[src/rtl/lsu_axi_gpio_wr_ctrl.sv]
// AXI4 write-channel slave that maps LSU stores onto the user-area GPIO DATA/OE registers and LA mirror.
// Optional GPIO_WR_SLVERR_EN: SLVERR on unmapped addresses or bursts (awlen != 0).
module lsu_axi_gpio_wr_ctrl #(
    parameter int unsigned ID_W      = 3,
    parameter int unsigned GPIO_W    = 28,
    parameter logic [31:0] BASE_ADDR = 32'hD000_0000
) (
    input  logic              clk,
    input  logic              rst_l,
    input  logic              axi_awvalid,
    output logic              axi_awready,
    input  logic [ID_W-1:0]   axi_awid,
    input  logic [31:0]       axi_awaddr,
    input  logic [7:0]        axi_awlen,
    input  logic              axi_wvalid,
    output logic              axi_wready,
    input  logic [63:0]       axi_wdata,
    input  logic [7:0]        axi_wstrb,
    input  logic              axi_wlast,
    output logic              axi_bvalid,
    input  logic              axi_bready,
    output logic [ID_W-1:0]   axi_bid,
    output logic [1:0]        axi_bresp,
    output logic [GPIO_W-1:0] gpio_out,
    output logic [GPIO_W-1:0] gpio_oeb,
    output logic [31:0]       la_wr_data
);
    localparam int unsigned LANE_W = 32;
    localparam int unsigned LSTB_W = 4;

    localparam logic [2:0] IDLE    = 3'd0;
    localparam logic [2:0] WAIT_W  = 3'd1;
    localparam logic [2:0] WAIT_AW = 3'd2;
    localparam logic [2:0] DRAIN   = 3'd3;
    localparam logic [2:0] WRITE   = 3'd4;
    localparam logic [2:0] RESP    = 3'd5;

    logic [2:0]        state_q, state_d;
    logic [ID_W-1:0]   awid_q;
    logic [31:0]       awaddr_q;
    logic [7:0]        awlen_q;
    logic [63:0]       wdata_q;
    logic [7:0]        wstrb_q;
    logic              wlast_q;
    logic              aw_hs, w_hs;
    logic [LANE_W-1:0] lane;
    logic [LSTB_W-1:0] lane_strb;
    logic              sel_data, sel_oe, wr_ok, do_wr;
    logic [1:0]        resp_code;
    logic              unused_bits;

    assign axi_awready = (state_q == IDLE) || (state_q == WAIT_AW);
    assign axi_wready  = (state_q == IDLE) || (state_q == WAIT_W) || (state_q == DRAIN);
    assign aw_hs       = axi_awvalid && axi_awready;
    assign w_hs        = axi_wvalid && axi_wready;

    always_ff @(posedge clk or negedge rst_l) begin
        if (!rst_l) state_q <= IDLE;
        else        state_q <= state_d;
    end

    always_comb begin
        state_d = state_q;
        case (state_q)
            IDLE: begin
                if (aw_hs && w_hs) state_d = axi_wlast ? WRITE : DRAIN;
                else if (aw_hs)    state_d = WAIT_W;
                else if (w_hs)     state_d = WAIT_AW;
            end
            WAIT_W:  if (w_hs)  state_d = axi_wlast ? WRITE : DRAIN;
            WAIT_AW: if (aw_hs) state_d = wlast_q ? WRITE : DRAIN;
            DRAIN:   if (w_hs && axi_wlast) state_d = WRITE;
            WRITE:   state_d = RESP;
            RESP:    if (axi_bvalid && axi_bready) state_d = IDLE;
            default: state_d = IDLE;
        endcase
    end

    // Capture AW fields and the first W beat only; drained beats are discarded.
    always_ff @(posedge clk or negedge rst_l) begin
        if (!rst_l) begin
            awid_q   <= '0;
            awaddr_q <= '0;
            awlen_q  <= '0;
            wdata_q  <= '0;
            wstrb_q  <= '0;
            wlast_q  <= 1'b0;
        end else begin
            if (aw_hs) begin
                awid_q   <= axi_awid;
                awaddr_q <= axi_awaddr;
                awlen_q  <= axi_awlen;
            end
            if (w_hs && (state_q != DRAIN)) begin
                wdata_q <= axi_wdata;
                wstrb_q <= axi_wstrb;
                wlast_q <= axi_wlast;
            end
        end
    end

    assign lane      = awaddr_q[2] ? wdata_q[63:32] : wdata_q[31:0];
    assign lane_strb = awaddr_q[2] ? wstrb_q[7:4]   : wstrb_q[3:0];
    assign sel_data  = (awaddr_q[31:12] == BASE_ADDR[31:12]) && (awaddr_q[11:3] == 9'd0);
    assign sel_oe    = (awaddr_q[31:12] == BASE_ADDR[31:12]) && (awaddr_q[11:3] == 9'd1);

`ifdef GPIO_WR_SLVERR_EN
    assign wr_ok     = (sel_data || sel_oe) && (awlen_q == 8'd0);
    assign resp_code = wr_ok ? 2'b00 : 2'b10;
`else
    assign wr_ok     = sel_data || sel_oe;
    assign resp_code = 2'b00;
`endif
    assign do_wr       = wr_ok && (|lane_strb);
    assign unused_bits = ^{awaddr_q[1:0], awlen_q};

    function automatic logic [LANE_W-1:0] merge_bytes(input logic [LANE_W-1:0] cur,
                                                      input logic [LANE_W-1:0] upd,
                                                      input logic [LSTB_W-1:0] strb);
        logic [LANE_W-1:0] res;
        res = cur;
        for (int k = 0; k < LSTB_W; k++)
            if (strb[k]) res[8*k +: 8] = upd[8*k +: 8];
        return res;
    endfunction

    // Register update and response launch at the closing edge of WRITE.
    always_ff @(posedge clk or negedge rst_l) begin
        if (!rst_l) begin
            gpio_out   <= '0;
            gpio_oeb   <= '1;
            la_wr_data <= '0;
            axi_bvalid <= 1'b0;
            axi_bid    <= '0;
            axi_bresp  <= 2'b00;
        end else if (state_q == WRITE) begin
            if (do_wr) begin
                la_wr_data <= lane;
                if (sel_data)
                    gpio_out <= GPIO_W'(merge_bytes(LANE_W'(gpio_out), lane, lane_strb));
                if (sel_oe)
                    gpio_oeb <= ~GPIO_W'(merge_bytes(LANE_W'(~gpio_oeb), lane, lane_strb));
            end
            axi_bvalid <= 1'b1;
            axi_bid    <= awid_q;
            axi_bresp  <= resp_code;
        end else if ((state_q == RESP) && axi_bready) begin
            axi_bvalid <= 1'b0;
        end
    end
endmodule
[config.mk]
export PLATFORM = sky130hd
export DESIGN_NAME = lsu_axi_gpio_wr_ctrl
export DESIGN_NICKNAME = d
export VERILOG_FILES = /design/src/rtl/lsu_axi_gpio_wr_ctrl.sv
export SDC_FILE = /design/constraint.sdc
export NUM_CORES = 1
export LEC_CHECK = 0
export CORE_MARGIN = 1
export CORE_UTILIZATION = 45
export CTS_BUF_LIST = sky130_fd_sc_hd__clkbuf_4
export DETAILED_ROUTE_END_ITERATION = 16
export PLACE_DENSITY = 0.74
export RECOVER_POWER = 50
export SYNTH_ARGS = -nofsm -noshare
export SYNTH_HDL_FRONTEND = slang
export SYNTH_SLANG_ARGS = --single-unit
[constraint.sdc]
create_clock -name clk -period 2.3 [get_ports clk]
set_input_delay 0.23 -clock clk [delete_from_list [all_inputs] [get_ports clk]]
set_output_delay 0.23 -clock clk [all_outputs]
set_load 0.1 [all_outputs]
==> metrics.md, run 1 <==
| Metric | Value |
|---|---|
| Sink Count | `approximately 200` |
| Area contributors post-synth | `dfrtp_1, mux2_2, dfstp_2` |
| Worst Hold Class | `input pin to flip-flop` |
| Hold Path Sink | `wdata_q[58]$_DFFE_PN0P_` |
| Power per Cell Area | `1059 nW/µm²` |
| Post-synthesis mux area share | `31.11%` |
| Cell row count | `49` |
| CP Class | `flip-flop to flip-flop` |
| MaxCap Viol Count | `0` |
| Hold depth | `2` |
| Relative slew slack | `20.38%` |
| Layout cells sized above 1 | `just over 50%` |
| Initial antenna violation count | `1` |
| Core Box Area | `18020 µm²` |
| Crit path required time | `2.78 ns` |
| I/O pins | `around 220` |
| Post-synth ARST share | `100.0%` |
| Ys flop type | `dfrtp_1` |
| Die Wd | `138.0 µm` |
| Final setup viols | `0` |
| H-tree depth | `2` |
| Setup TNS | `0 ns` |
| Crit Path Max Fanout | `20` |
| Worst skew pair latency | `0.63 ns` |
| Worst r2r path cells | `7` |
| Cells after Synth | `552` |
| Grt ovf | `0` |
| Synth area leader | `dfrtp_1` |
| Via/cell ratio | `5.021` |
| Final #Nets | `slightly above 900` |
| Hold slack final | `0.2117 ns` |
| Post-Synth Simple-Gate Area | `3.759%` |
| Layout area overhead | `34.93%` |
| PortBufs | `204` |
| FF-to-FF setup slack | `approximately 0.11 ns` |
| Largest net degree at the start of global routing | `72` |
| Hold Crit Start | `axi_wdata[58]` |
| TritonCTS clock tree | `yes` |
| Worst setup path start | `awaddr_q[26]$_DFFE_PN0P_` |
| Vias in the first global route | `5810` |
| Final hold violation count | `0` |
| Pins Over Slew Limit | `0` |
| Worst VDD drop | `0.0005596 V` |
| Post-synthesis register bit count | `201` |
| Routed Wire Length | `18.62 mm` |
| CP Data Arrival Time | `about 2.7 ns` |
| Starting DRC count in detailed routing | `190` |
| Leakage power | `5.088 nW` |
| Clock-pin slew on the worst setup and hold paths | `roughly 0.070 ns` |
| Root Driver | `clkbuf_4` |
| Pre-antenna DRT Iters | `4` |
| Placer Congestion | `0.8350` |
| Post-DRT Antenna Nets | `0` |
| Die Y | `138.0 µm` |
| Adder-cell share of the synthesized area | `0%` |
| RSZ-0062 raised after global routing | `false` |
| EDFF count, synth | `0` |
| Design Area, Final | `11230 µm²` |
| Max Root-Sink Buffers | `3` |
| Die area | `19040 µm²` |
| Compound-gate portion of the synthesized area | `under 10%` |
| Post-synthesis xor/xnor area fraction | `0%` |
| Post-DP HPWL | `13.10 mm` |
| Sequential-to-total area share from yosys stat | `60.87%` |
| Status | `complete, no violations` |
| Critical R2R Capture | `la_wr_data[5]$_DFFE_PN0P_` |
| Synth Cell Area | `8320 µm²` |
| Skew final | `0.03595 ns` |
| Placed cells | `984` |
| Syn_area_per_cell | `15.07 µm²` |
| Remaining DRCs | `0` |
| Non-filler cells, final | `1078` |
| Synth top area share | `52.03%` |
| Largest family of logic cells by synthesized area | `multiplexers` |
| Startpoint types | `flip-flop` |
| First-pass GRT wire length | `29.36 mm` |
| Warnings, synthesis | `0` |
| Final Util | `between 60 and 70%` |
| Total CTS buffers | `52` |
| Fin crit period | `2.187 ns` |
| Crit. End Element | `flip-flop` |
| Routed len/inst | `17.28 µm` |
| Reg2Reg Launch Point | `awaddr_q[26]$_DFFE_PN0P_` |
| Library cells used by synthesis | `35` |
| Worst slew pin tran | `1.194 ns` |
| Vias | `5413` |
| Fin crit share | `95.08%` |
| Max Fclk | `about 460 MHz` |
| Initial Utilization | `46.16%` |
| Overall fraction of global-route tracks in use | `20.00%` |
| DP Area | `between 10000 and 15000 µm²` |
-- report_power, final --
| group | switching, W | internal [W] | leakage, nW |
|---|---|---|---|
| combinational | 0.00180 | 0.00197 | 2.24 |
| sequential | 0.000582 | 0.00456 | 2.46 |
| clock | 0.00137 | 0.00161 | 0.395 |
-- through the flow --
step	setup slack (ns)	total power (W)
after floorplan	0.1799	0.007850
after global placement	0.05768	0.008798
after detailed placement	0.04916	0.009036
after CTS	0.04935	0.01212
after global routing	0.02628	0.01266
final	0.1132	0.01189
-- cells in the final DEF, fill, tap and decap left out, types with 2 or more instances in the layout --
cell / n
o21ai_0: 6
nor3_1: 2
nor4b_2: 2
nor4_2: 2
nor3b_1: 2
inv_1: 31
clkbuf_1: 2
nor4_1: 3
buf_4: 64
clkinv_1: 9
mux2i_1: 28
nand2b_1: 3
dfrtp_1: 172
mux2_1: 12
dfstp_2: 28
clkbuf_2: 41
mux2_2: 193
nor4b_4: 3
and3_1: 4
nand2_1: 6
clkdlybuf4s50_1: 109
buf_12: 12
clkbuf_4: 83
a21oi_1: 7
conb_1: 2
nor2_1: 5
-- critical path, stage by stage, from the launching register on --
cell     delay, ns
dfrtp_1       0.39
nor4b_2       0.40
nand4_2       0.18
buf_12        0.18
nor2_2        0.21
o41ai_4       0.15
buf_12        0.19
mux2_1        0.31
-- logic make-up (layout without fill, tap and decap cells) --
group,Yosys count,after routing
AND/OR/NAND/NOR,41,41
AO/OA/AOI/OAI,18,18
other,1,3
buffers and inverters,58,353
multiplexers,233,233
flip-flops,201,201
-- worst max path at each step --
stage / to / slack, ns
3_5_place_dp: la_wr_data[14]$_DFFE_PN0P_ / 0.05
5_1_grt: la_wr_data[5]$_DFFE_PN0P_ / 0.03
2_1_floorplan: axi_awready / 0.18
3_3_place_gp: la_wr_data[13]$_DFFE_PN0P_ / 0.06
6_report: la_wr_data[5]$_DFFE_PN0P_ / 0.11
4_1_cts: la_wr_data[28]$_DFFE_PN0P_ / 0.05
-- routing by layer --
| metal | wire (µm) | track usage, % | vias to the layer above | part of all wire [%] |
|---|---|---|---|---|
| li1 | - | - | 2489 | - |
| met3 | 1405 | 6.177 | 37 | 7.5 |
| met5 | 0 | 0 | - | 0 |
| met4 | 402 | 7.971 | 0 | 2.2 |
| met1 | 7679 | 24.28 | 2708 | 41 |
| met2 | 9136 | 33.11 | 179 | 49 |
-- cells in the mapped netlist, types with 2 or more instances --
cell type	instances
buf_4	5
nor4_1	5
nor3_1	2
inv_1	31
nand2_1	6
a21oi_1	8
o21ai_0	6
buf_2	4
and3_1	4
mux2_1	12
nor4b_4	3
clkbuf_1	16
buf_1	2
mux2i_1	28
dfstp_2	28
dfrtp_1	173
nor3b_1	2
nor2_1	6
nand2b_1	3
mux2_2	193
-- layout make-up --
type | instances | area [µm²]
Fill cell | 1421 | 6798
Sequential cell | 201 | 5066
Multi-Input combinational cell | 294 | 3059
Timing Repair Buffer | 230 | 2042
Clock buffer | 82 | 615.6
Tap cell | 229 | 286.5
Inverter | 31 | 116.4
Clock inverter | 10 | 38.79
Antenna cell | 1 | 2.502
-- what timing repair did --
item	CTS	global route
hold endpoints to repair	178	0
resized for setup	1	2
setup endpoints to repair	17	20
hold buffers	1	0
buffers inserted	0	0
Power figures use the tool's default switching activity.
==> inputs of run 2 (changes only) <==
Settings changed: PLACE_DENSITY 0.74 to 0.73.
==> run 2 against run 1 <==
Global-route usage about the same. Final cell count increased by 0.65%. Critical path depth did not move. Non-clock buffer count fell by 1. Utilization rose by 0.26 points. Routed wire length is 1.5% higher. Cell area grew 0.42%. Largest cell class unchanged. Clock skew increased by 0.029 ns. Hold slack worse by 0.030 ns. Flip-flop and latch count did not move.
==> metrics.md, run 2 (synthesis gave the netlist of run 1 again) <==
| Metric | Value |
|---|---|
| Worst VDD drop | `0.0005052 V (-9.7%)` |
| Final #Nets | `931 (unchanged)` |
| Layout area overhead | `35.50%` |
| DP Area | `10660 µm² (-0.19%)` |
| Final hold violation count | `0 (unchanged)` |
| Worst skew pair latency | `0.66 ns (+0.03 ns)` |
| Starting DRC count in detailed routing | `166 (-13%)` |
| Leakage power | `5.123 nW (+0.69%)` |
| Die area | `19040 µm² (unchanged)` |
| Core Box Area | `18020 µm² (unchanged)` |
| Routed len/inst | `17.42 µm (+0.84%)` |
| Initial Utilization | `46.16% (unchanged)` |
| Routed Wire Length | `18.90 mm (+1.5%)` |
| Post-DP HPWL | `13.19 mm (+0.71%)` |
| Max Fclk | `462.2 MHz (+1.1%)` |
| Non-filler cells, final | `1085 (+0.65%)` |
| Relative slew slack | `11.45% (-8.9 points)` |
| Grt ovf | `0 (unchanged)` |
| Worst Hold Class | `input pin to flip-flop` |
| I/O pins | `217 (unchanged)` |
| Fin crit share | `94.07% (-1.0 points)` |
| Pre-antenna DRT Iters | `4 (unchanged)` |
| Post-CTS Setup Bufs | `0 (unchanged)` |
| Max Root-Sink Buffers | `3 (unchanged)` |
| H-tree depth | `2 (unchanged)` |
| Overall fraction of global-route tracks in use | `19.96% (-0.034 points)` |
| Die Wd | `138.0 µm (unchanged)` |
| Remaining DRCs | `0 (unchanged)` |
| Layout cells sized above 1 | `51.93% (+0.51 points)` |
| CP Data Arrival Time | `2.65 ns (-0.02 ns)` |
| Total CTS buffers | `53 (+1.9%)` |
| Placed cells | `983 (-0.10%)` |
| Final setup viols | `0 (unchanged)` |
| Most frequent cells in the layout | `mux2_2, dfrtp_1, clkdlybuf4s50_1` |
| Worst r2r path cells | `7 (unchanged)` |
| Design Area, Final | `11270 µm² (+0.42%)` |
| Reg2Reg Launch Point | `awaddr_q[22]$_DFFE_PN0P_` |
| Placer Congestion | `0.7975 (-4.5%)` |
| Hold depth | `2 (unchanged)` |
| Crit path required time | `2.79 ns (about the same)` |
| Vias in the first global route | `5832 (+0.38%)` |
| Via/cell ratio | `4.989 (-0.65%)` |
| Die Y | `138.0 µm (unchanged)` |
| Vias | `5413 (unchanged)` |
| Reg area | `5066 µm² (unchanged)` |
| Initial antenna violation count | `1 (unchanged)` |
| Setup TNS | `0 ns (unchanged)` |
| Root Driver | `clkbuf_4` |
| Sink Count | `201 (unchanged)` |
| Power per Cell Area | `1074 nW/µm² (+1.4%)` |
| CP Class | `flip-flop to flip-flop` |
| Crit Path Max Fanout | `27 (+35%)` |
| Status | `complete, no violations` |
| First-pass GRT wire length | `29.08 mm (-0.94%)` |
| TritonCTS clock tree | `yes` |
| Clock-pin slew on the worst setup and hold paths | `0.07 ns (about the same)` |
| Fin crit period | `2.164 ns (-0.02317 ns)` |
| MaxCap Viol Count | `0 (unchanged)` |
| Hold Crit Start | `axi_awaddr[31]` |
| Worst setup path start | `awaddr_q[22]$_DFFE_PN0P_` |
| Multi-input gate area | `3045 µm² (-0.45%)` |
| Skew final | `0.06525 ns (+0.02930 ns)` |
| Startpoint types | `flip-flop` |
| Commonest non-fill, non-tap cell in the layout | `mux2_2` |
| Pins Over Slew Limit | `0 (unchanged)` |
| Layout filler cell count | `1435 (+0.99%)` |
| Largest net degree at the start of global routing | `75 (+4.2%)` |
| Post-DRT Antenna Nets | `0 (unchanged)` |
| Worst slew pin tran | `1.328 ns (+0.1339 ns)` |
| Crit. End Element | `flip-flop` |
| PortBufs | `204 (unchanged)` |
| RSZ-0062 raised after global routing | `false` |
| Cell row count | `49 (unchanged)` |
| Final Util | `62.55% (+0.26 points)` |
-- run 2: cell types whose count changed in the layout (fill, tap and decap cells not counted), sizes merged --
cell	change
clkbuf	+10
inv	+1
buf	+1
clkinv	-5
-- run 2: timing repair --
action	4_1_cts	5_1_grt
endpoints found under the hold margin	71	0
hold buffers	1	0
gates resized for setup	1	3
setup endpoints to repair	28	35
-- run 2: worst paths after layout --
path                       slack [ns]                    endpoint
setup / recovery                 0.14  la_wr_data[14]$_DFFE_PN0P_
hold / removal                   0.18    awaddr_q[31]$_DFFE_PN0P_
setup reg to reg                 0.14  la_wr_data[14]$_DFFE_PN0P_
hold reg to reg                  0.47                   flip-flop
max in group asynchronous        0.48  la_wr_data[22]$_DFFE_PN0P_
min in group asynchronous        0.20     wdata_q[44]$_DFFE_PN0P_
-- run 2: metal layers --
layer / vias to the layer above / wire, µm / global-route usage (%)
li1: 2502 / - / -
met4: 0 / 415 / 8.273
met5: - / 0 / 0
met2: 172 / 9456 / 33.39
met3: 29 / 1322 / 5.665
met1: 2710 / 7706 / 24.14
-- run 2: cell type report --
cell class	count	share of cell area [%]
diodes	1	0.02220
clock buffers	94	6.259
clock inverters	6	0.1998
inverters	31	1.032
multi-input cells	294	27.01
flip-flops and latches	201	44.93
well taps	229	2.541
repair buffers	229	18.00
-- run 2: per-stage QoR --
stage          worst slack [ns]  hold slack [ns]  power, W
2_1_floorplan            0.1799         -0.06559  0.007850
3_3_place_gp             0.1010           0.2819  0.008789
3_5_place_dp           -0.01435           0.2897  0.009027
4_1_cts                 0.03095           0.1271   0.01235
5_1_grt                 0.08532           0.1363   0.01288
6_report                 0.1364           0.1812   0.01211
-- run 2: critical path, cell delays in order (launching register included) --
cell and delay (ns):
dfrtp_1 0.39, nor4_2 0.37, nand4_1 0.21, buf_4 0.23
nor2_4 0.15, o41ai_4 0.12, buf_12 0.20, mux2_1 0.33
-- run 2: power by group --
| part | switching (W) | internal, W |
|---|---|---|
| clock | 0.00141 | 0.00182 |
| combinational | 0.00180 | 0.00195 |
| sequential | 0.000580 | 0.00456 |
| total | 0.00378 | 0.00833 |
==> inputs of run 3 (changes only) <==
==> constraint.sdc (replaced) <==
create_clock -name clk -period 2.3 [get_ports clk]
set_input_delay 0.23 -clock clk [delete_from_list [all_inputs] [get_ports clk]]
set_output_delay 0.23 -clock clk [all_outputs]
set_load 0.02 [all_outputs]
==> run 3 against run 2 <==
Utilization rose by 1.7 points. Final cell count is 0.18% higher. Clock power decreased by 3%. Routed wire length shrank 1.5%. Largest cell class unchanged. Cell area rose by 2.8%.
==> metrics.md, run 3 (synthesis gave the netlist of run 1 again) <==
| Metric | Value |
|---|---|
| Status | `complete, no violations` |
| Layout cells sized above 1 | `40.21% (-12 points)` |
| Skew final | `0.03213 ns (-0.03312 ns)` |
| Clock-pin slew on the worst setup and hold paths | `0.06 ns (about the same)` |
| Pre-antenna DRT Iters | `5 (+1)` |
| I/O pins | `217 (unchanged)` |
| Placer Congestion | `0.8364 (+4.9%)` |
| Commonest non-fill, non-tap cell in the layout | `clkdlybuf4s50_1` |
| Sink Count | `201 (unchanged)` |
| Relative slew slack | `27.77% (+16 points)` |
| Routed len/inst | `17.12 µm (-1.7%)` |
| Placed cells | `988 (+0.51%)` |
| Final #Nets | `937 (+0.64%)` |
| Initial antenna violation count | `0 (-1)` |
| Die Y | `138.0 µm (unchanged)` |
| Crit Path Max Fanout | `20 (-26%)` |
| Die Wd | `138.0 µm (unchanged)` |
| Setup WS pre-CTS | `0.01748 ns (+0.03183 ns)` |
| DR top layer | `met4` |
| Total CTS buffers | `54 (+1.9%)` |
| Clock share of power | `26.7% (about the same)` |
| H-tree depth | `2 (unchanged)` |
| Post-CTS Setup Bufs | `0 (unchanged)` |
| Core Box Area | `18020 µm² (unchanged)` |
| Worst Hold Class | `input pin to asynchronous set/reset pin` |
| Non-filler cells, final | `1087 (+0.18%)` |
| Comb pwr share | `29.3% (-1.6 points)` |
| Setup TNS | `0 ns (unchanged)` |
| Vias in the first global route | `5886 (+0.93%)` |
| Largest net degree at the start of global routing | `77 (+2.7%)` |
| CP Class | `flip-flop to flip-flop` |
| Layout area overhead | `39.29%` |
| Root Driver | `clkbuf_4` |
| Max Fclk | `460.0 MHz (-0.47%)` |
| Sw Share | `29.32% (-1.9 points)` |
| Crit path required time | `2.80 ns (about the same)` |
| Fin crit share | `94.52% (+0.45 points)` |
| Pins Over Slew Limit | `0 (unchanged)` |
| Die area | `19040 µm² (unchanged)` |
| Overall fraction of global-route tracks in use | `20.21% (+0.25 points)` |
| Met3 Wirelength | `1.417 mm (+7.2%)` |
| Post-DP HPWL | `13.14 mm (-0.45%)` |
| Leakage power | `4.955 nW (-3.3%)` |
| Vias | `5426 (+0.24%)` |
| Starting DRC count in detailed routing | `103 (-38%)` |
| Via/cell ratio | `4.992 (about the same)` |
| Fin crit period | `2.174 ns (+0.01029 ns)` |
| Register share of total power | `44.0% (+1.5 points)` |
| Worst skew pair latency | `0.65 ns (about the same)` |
| Post-DRT Antenna Nets | `0 (unchanged)` |
| Worst VDD drop | `0.0005766 V (+14%)` |
| N_diodes | `0 (-1)` |
| Final hold violation count | `0 (unchanged)` |
| Routed Wire Length | `18.61 mm (-1.5%)` |
| Power per Cell Area | `1009 nW/µm² (-6.1%)` |
| CP Data Arrival Time | `2.68 ns (+0.03 ns)` |
| Cell row count | `49 (unchanged)` |
| Initial Utilization | `46.16% (unchanged)` |
| Most frequent cells in the layout | `clkdlybuf4s50_1, mux2_2, dfrtp_1` |
| TritonCTS clock tree | `yes` |
| Final setup viols | `0 (unchanged)` |
| RSZ-0062 raised after global routing | `false` |
| Remaining DRCs | `0 (unchanged)` |
| MaxCap Viol Count | `0 (unchanged)` |
| Multi-input gate area | `3053 µm² (+0.25%)` |
| Startpoint types | `flip-flop` |
| Max Root-Sink Buffers | `3 (unchanged)` |
| Power Internal | `0.008263 W (-0.80%)` |
| Hold slack final | `0.1589 ns (-0.02230 ns)` |
| Metal2 WL | `9.156 mm (-3.2%)` |
| Psw | `0.003427 W (-9.4%)` |
| Met1 WL | `7.562 mm (-1.9%)` |
| Reg area | `5066 µm² (unchanged)` |
| First-pass GRT wire length | `29.52 mm (+1.5%)` |
| Worst slew pin tran | `1.083 ns (-0.2449 ns)` |
| Layout filler cell count | `1375 (-4.2%)` |
| PortBufs | `204 (unchanged)` |
| Crit. End Element | `flip-flop` |
| Final WS setup | `0.1261 ns (-0.01028 ns)` |
| Grt ovf | `0 (unchanged)` |
-- run 3: cell types whose count changed in the layout (fill, tap and decap cells not counted), moves of 3 or more --
cell / delta
buf_4: -54
clkbuf_4: -6
clkbuf_2: -36
clkdlybuf4s50_1: +93
clkinv_1: +5
clkbuf_1: +3
-- run 3: metrics by stage --
stage | total power [W] | instance area, µm² | utilization (%)
2_1_floorplan | 0.007481 | 8324 | -
3_3_place_gp | 0.008439 | 10920 | 60.61
3_5_place_dp | 0.008681 | 10920 | 60.61
4_1_cts | 0.01188 | 11640 | 64.56
5_1_grt | 0.01246 | 11590 | 64.30
6_report | 0.01169 | 11590 | 64.30
-- run 3: path summary, 6_finish.rpt --
check	from	endpoint	slack, ns	cells after the start
worst max-delay path	awaddr_q[7]$_DFFE_PN0P_	la_wr_data[13]$_DFFE_PN0P_	0.13	7
worst min-delay path	rst_l	awaddr_q[15]$_DFFE_PN0P_	0.16	2
worst max register to register	awaddr_q[7]$_DFFE_PN0P_	la_wr_data[13]$_DFFE_PN0P_	0.13	7
worst min register to register	flip-flop	flip-flop	0.46	2
max in group asynchronous	rst_l	wdata_q[54]$_DFFE_PN0P_	0.61	3
min in group clk	axi_awaddr[4]	awaddr_q[4]$_DFFE_PN0P_	0.19	2
-- run 3: power groups by stage --
stage	sequential (W)	combinational, W	clock, W
finish	0.00514	0.00342	0.00312
global placement	0.00511	0.00333	0
detailed placement	0.00520	0.00348	0
CTS	0.00514	0.00349	0.00325
floorplan	0.00501	0.00247	0
global route	0.00528	0.00372	0.00346
-- run 3: critical path, cell delays in order, from the launching register on --
cell and delay, ns:
dfrtp_1 0.37, nor4_1 0.37, nand4_2 0.22, buf_12 0.19, nor2_2 0.20, o41ai_4 0.15, buf_12 0.19, mux2_1 0.32
-- run 3: timing repair --
action | 4_1_cts | 5_1_grt
cloned | 0 | 0
hold buffers | 1 | 0
endpoints found under the setup margin | 3 | 77
endpoints found under the hold margin | 71 | 0
resized for setup | 2 | 3
-- run 3: metal layers --
layer,global-route usage (%),vias to the layer above
li1,-,2510
met1,24.03,2693
met2,33.61,189
met3,7.018,34
met4,7.729,0
met5,0,-
-- run 3: cell type report --
| class | count | area share (%) |
|---|---|---|
| Sequential cell | 201 | 43.71 |
| Clock buffer | 88 | 5.700 |
| Multi-Input combinational cell | 294 | 26.34 |
| Timing Repair Buffer | 234 | 20.45 |
| Clock inverter | 10 | 0.3239 |
| Tap cell | 229 | 2.472 |
| Inverter | 31 | 1.004 |
